==> src/rtl/instruction_fetch_controller.sv <==
// rtl/instruction_fetch_controller.sv - instruction fetch controller with stall, redirect, halt and fault handling
//
// Purpose: walks a word-indexed, combinational instruction memory from word 0,
// presenting one registered word at a time downstream under a valid/ready
// handshake. Redirects flush the presented word and reload the fetch index.
// Running off the end of memory or redirecting out of range parks the block in HALT.
//
// Ports:
//   clk           in   1   clock, rising edge
//   rst_n         in   1   asynchronous active-low reset
//   start         in   1   begin/restart at word 0 (honoured in IDLE and HALT)
//   imem_addr     out  32  word index to instruction memory (always the fetch index)
//   imem_instr    in   32  instruction word for imem_addr
//   instr         out  32  registered instruction
//   pc            out  32  word index of instr
//   valid         out  1   instr/pc hold a fetched word
//   ready         in   1   downstream accepts the word while valid=1
//   redirect      in   1   branch/jump request (honoured in FETCH)
//   redirect_addr in   32  redirect target word index
//   done          out  1   last word consumed, no fault
//   fault         out  1   redirect target out of range (sticky)

module instruction_fetch_controller #(
  parameter int IMEM_DEPTH = 16
) (
  input  logic        clk,
  input  logic        rst_n,
  input  logic        start,
  output logic [31:0] imem_addr,
  input  logic [31:0] imem_instr,
  output logic [31:0] instr,
  output logic [31:0] pc,
  output logic        valid,
  input  logic        ready,
  input  logic        redirect,
  input  logic [31:0] redirect_addr,
  output logic        done,
  output logic        fault
);

  localparam logic [31:0] LP_DEPTH = 32'(IMEM_DEPTH);
  localparam logic [31:0] LP_LAST  = 32'(IMEM_DEPTH - 1);

  typedef enum logic [1:0] {
    S_IDLE  = 2'd0,
    S_FETCH = 2'd1,
    S_HALT  = 2'd2
  } state_t;

  state_t      r_state;
  logic [31:0] r_fpc;
  logic [31:0] r_instr;
  logic [31:0] r_pc;
  logic        r_valid;
  logic        r_done;
  logic        r_fault;

  // A word may be loaded whenever the output slot is empty or being drained.
  logic w_can_load;
  logic w_redirect_oob;

  assign w_can_load     = ~r_valid | ready;
  assign w_redirect_oob = (redirect_addr >= LP_DEPTH);

  always_ff @(posedge clk or negedge rst_n) begin
    if (!rst_n) begin
      r_state <= S_IDLE;
      r_fpc   <= 32'd0;
      r_instr <= 32'd0;
      r_pc    <= 32'd0;
      r_valid <= 1'b0;
      r_done  <= 1'b0;
      r_fault <= 1'b0;
    end else begin
      case (r_state)
        S_IDLE: begin
          r_done <= 1'b0;
          if (start) begin
            r_fpc   <= 32'd0;
            r_state <= S_FETCH;
          end
        end

        S_FETCH: begin
          r_done <= 1'b0;
          if (redirect) begin
            // Redirect wins over any handover: the presented word is dropped.
            r_valid <= 1'b0;
            if (w_redirect_oob) begin
              r_fault <= 1'b1;
              r_state <= S_HALT;
            end else begin
              r_fpc <= redirect_addr;
            end
          end else if (w_can_load) begin
            r_instr <= imem_instr;
            r_pc    <= r_fpc;
            r_valid <= 1'b1;
            // The last word is captured without advancing, so fpc never leaves memory.
            if (r_fpc == LP_LAST) begin
              r_state <= S_HALT;
            end else begin
              r_fpc <= r_fpc + 32'd1;
            end
          end
        end

        S_HALT: begin
          if (start) begin
            r_fault <= 1'b0;
            r_done  <= 1'b0;
            r_valid <= 1'b0;
            r_fpc   <= 32'd0;
            r_state <= S_FETCH;
          end else begin
            // done is registered from the next value of valid so it rises
            // on the same edge that hands over the final word.
            if (r_valid && ready) begin
              r_valid <= 1'b0;
            end
            r_done <= ~r_fault & ~(r_valid & ~ready);
          end
        end

        default: begin
          r_state <= S_IDLE;
        end
      endcase
    end
  end

  assign imem_addr = r_fpc;
  assign instr     = r_instr;
  assign pc        = r_pc;
  assign valid     = r_valid;
  assign done      = r_done;
  assign fault     = r_fault;

endmodule

==> config.mk <==
export PLATFORM = sky130hd
export DESIGN_NAME = instruction_fetch_controller
export DESIGN_NICKNAME = d
export VERILOG_FILES = /design/src/rtl/instruction_fetch_controller.sv
export SDC_FILE = /design/constraint.sdc
export NUM_CORES = 1
export LEC_CHECK = 0
export ABC_CLOCK_PERIOD_IN_PS = 6100
export CAP_MARGIN = 10
export CORE_MARGIN = 2
export CORE_UTILIZATION = 50
export CTS_BUF_LIST = sky130_fd_sc_hd__clkbuf_8
export DETAILED_ROUTE_END_ITERATION = 6
export PLACE_DENSITY = 0.88
export SYNTH_ARGS = -nofsm -noshare
export SYNTH_HDL_FRONTEND = slang
export SYNTH_SLANG_ARGS = --single-unit
==> constraint.sdc <==
create_clock -name clk -period 6.1 [get_ports clk]
set_clock_uncertainty 0.05 [all_clocks]
set_input_delay 1.22 -clock clk [delete_from_list [all_inputs] [get_ports clk]]
set_output_delay 1.22 -clock clk [all_outputs]
set_load 0.05 [all_outputs]
==> summary.txt <==
HPWL after DPL - 9905 um
Dominant cells by area after synthesis - dfrtp_1 53%, mux2_2 15%, o21ai_0 3.3%, a21oi_1 2.9%, nand2_1 2.7%
Core area - 9240 um^2
Post-CTS Setup Inserts - 0
Number of buffers created by CTS - 9
Ys Warns - 0
Switching Share - 50.76%
GPL Wtd Cong - 0.9115
Register area share after synthesis - 52.85%
Initial antenna violation count - 0
Crit Path Category - input pin to register
Internal power - 1.843 mW
Flops & latches, synth - 101
Setup crit start kind - input pin
Hold buffers post-CTS - 0
Skew-Pair Late Insertion Delay - 0.38 ns
Top delay family on crit path - compound AO/OA/AOI/OAI gates
Final Instance Area - 6766 um^2
Commonest non-fill, non-tap cell in the layout - clkdlybuf4s50_1
Clock power share - 10.8%
Cell Area, Synth - 4782 um^2
I/O pins - 168
Post-synth EDFFs - 0
Final Max Slew Viols - 0
Worst hold path class - register to register
Syn avg cell area - 10.70 um^2
Ys flop type - dfrtp_1
Cell chain of the critical path - clkdlybuf4s50_1 > buf_4 > inv_1 > buf_4 > a41oi_1 > o31a_1 > o21ai_0 > nand2_1
Register share of total power - 32.5%
Largest net degree at the start of global routing - 90
Unique masters post-synth - 49
Crit path max fanout - 42
Combinational share of power - 56.7%
Total track usage - 27.10%
H-tree Lvls - 3
Psw - 1.900 mW
Setup violators final - 0
Antenna Nets Post-Route - 0
Worst VDD drop - 0.0004497 V
Worst path slowest cell - o31a_1
Max-Cap Viols - 0
Ys async rst share - 100.0%
Vias in the first global route - 4356
DR WL/cell - 18.94 um
Clk sinks - 101
Final core utilization - 73.23%
Highest-count cells in the layout ignoring fill and taps - 166 x clkdlybuf4s50_1, 101 x dfrtp_1, 63 x mux2_2
Die Wd - 101.8 um
Max Fclk - 0.2524 GHz
Most used cell, CP - buf_4
Post-synthesis net count - 517
Gate Count Post-Synth - 447
Area Overhead vs Synth - 41.50%
# port buffers - 167
Vias per Instance - 5.954
First-pass GRT wire length - 21800 um
Fraction of layout cells with a size suffix above 1 - 15.69%
Critical Path Max Stage Delay - 1.03 ns
Post-synth top area cell - dfrtp_1
Worst-margin pin slew - 1.216 ns
Total negative slack - 0 ns
Pwr/cell area - 553.2 nW/um^2
Die H - 101.8 um
Minimum clock period after layout - 3.963 ns
Final nets - 677
Clock Tree Root - clkbuf_8
CTS tree - done
Final Hold Vio Count - 0
DRC violations left - 0
Overall routed net length - 14040 um
Top-area cell type share of the netlist area - 52.85%
Leakage - 2.755 nW
Dpl cell area - 6558 um^2
Period utilisation layout - 64.96%
Hold_ws - 0.4624 ns
Post_cts resized - 0
Max clock buf depth - 2
Status - finished, final reports clean
Num rows - 35
RSZ-0062 raised after global routing - false
Overflow after GRT - 0
Drt first pass iters - 5
DR iter-0 viols - 441
Via count - 4412
Worst Path Buf+Inv - 4
ANT cells - 0
CP endpoint kind - register
Starting Density - 51.75%
Slew margin rel. - 18.93%
Die Area - 10360 um^2
Clock slew at the register clock pins of the worst setup and hold paths - 0.10 ns
Required time worst endpoint - 6.37 ns
CP arrival - 4.23 ns
## registers in the layout (all words and copies together) (netlist names)
name       flops
done           1
r_state        2
fault          1
pc            32
instr         32
imem_addr     32
valid          1
## power groups by stage
stage	clock network, mW	registers [mW]	logic (mW)
3_3_place_gp	0	1.19	2.07
6_report	0.403	1.22	2.12
2_1_floorplan	0	2.04	0.521
4_1_cts	0.409	1.21	2.12
3_5_place_dp	0	1.22	2.11
5_1_grt	0.432	1.26	2.21
## per-layer routing
layer / track usage, % / up-vias / share of wire [%]
li1: - / 1972 / -
met1: 32.78 / 2125 / 36
met2: 46.41 / 261 / 52
met3: 7.108 / 54 / 8.5
met4: 10.40 / 0 / 3.0
met5: 0 / - / 0
## worst paths after layout
check                                         start                  endpoint  slack [ns]  cells after the start
setup / recovery                           redirect  imem_addr[5]$_DFFE_PN0P_        2.14                      8
hold / removal                    pc[2]$_DFFE_PN0P_         pc[2]$_DFFE_PN0P_        0.46                      1
setup reg to reg           imem_addr[6]$_DFFE_PN0P_  imem_addr[5]$_DFFE_PN0P_        2.87                      6
hold reg to reg                   pc[2]$_DFFE_PN0P_         pc[2]$_DFFE_PN0P_        0.46                      1
max in group asynchronous                     rst_n      instr[9]$_DFFE_PN0P_        4.47                      3
min in group asynchronous                     rst_n         pc[9]$_DFFE_PN0P_        0.61                      1
## through the flow
stage / std cells / worst slack (ns) / power, mW
4_1_cts: 740 / 2.246 / 3.741
3_3_place_gp: 724 / 1.950 / 3.259
2_1_floorplan: 447 / 3.213 / 2.561
5_1_grt: 741 / 1.887 / 3.898
3_5_place_dp: 724 / 1.850 / 3.334
6_report: 741 / 2.137 / 3.743
## synth_stat cells, types with 2 or more instances
master and instances:
dfrtp_1 101, a32oi_1 3, mux2_2 63, nand2_1 35, nor3_1 16, nand4_1 9, nand3_1 17, nand2b_1 3
clkbuf_1 17, o22a_1 2, or3_1 3, and4_1 4, and3_1 7, nor2_1 18, a221o_1 2, nor2b_1 2
a31oi_1 4, nor4_1 16, buf_2 5, o21ai_1 5, o211ai_1 5, o22ai_1 4, inv_1 14, a32o_1 2
o21ai_0 32, or2_2 3, o31ai_1 3, or4_1 3, a22o_1 2, a21oi_1 28
## cells by family after synthesis
family	share of synthesized area (%)
AO/OA/AOI/OAI	12.45
XOR/XNOR	0.1832
adder cells (fa/ha/maj)	0.2616
buffers and inverters	3.427
flip-flops	52.85
multiplexers	15.04
AND/OR/NAND/NOR	15.78
## area by class of cell
cell class,count,area (um^2)
clock buffer,9,123.9
fill,637,2474
sequential,101,2527
tap,129,161.4
clock inverter,7,57.56
inverter,14,52.55
multi-input combinational,307,2102
timing repair buffer,174,1742
## worst register-to-register path: stages (launching register included)
cell,delay (ns)
dfrtp_1,0.50
or4_1,0.57
or3_4,0.36
nor3_4,0.29
o31a_1,1.00
o21ai_0,0.28
nand2_1,0.13
Note: power is estimated with default switching activity, not from simulation.
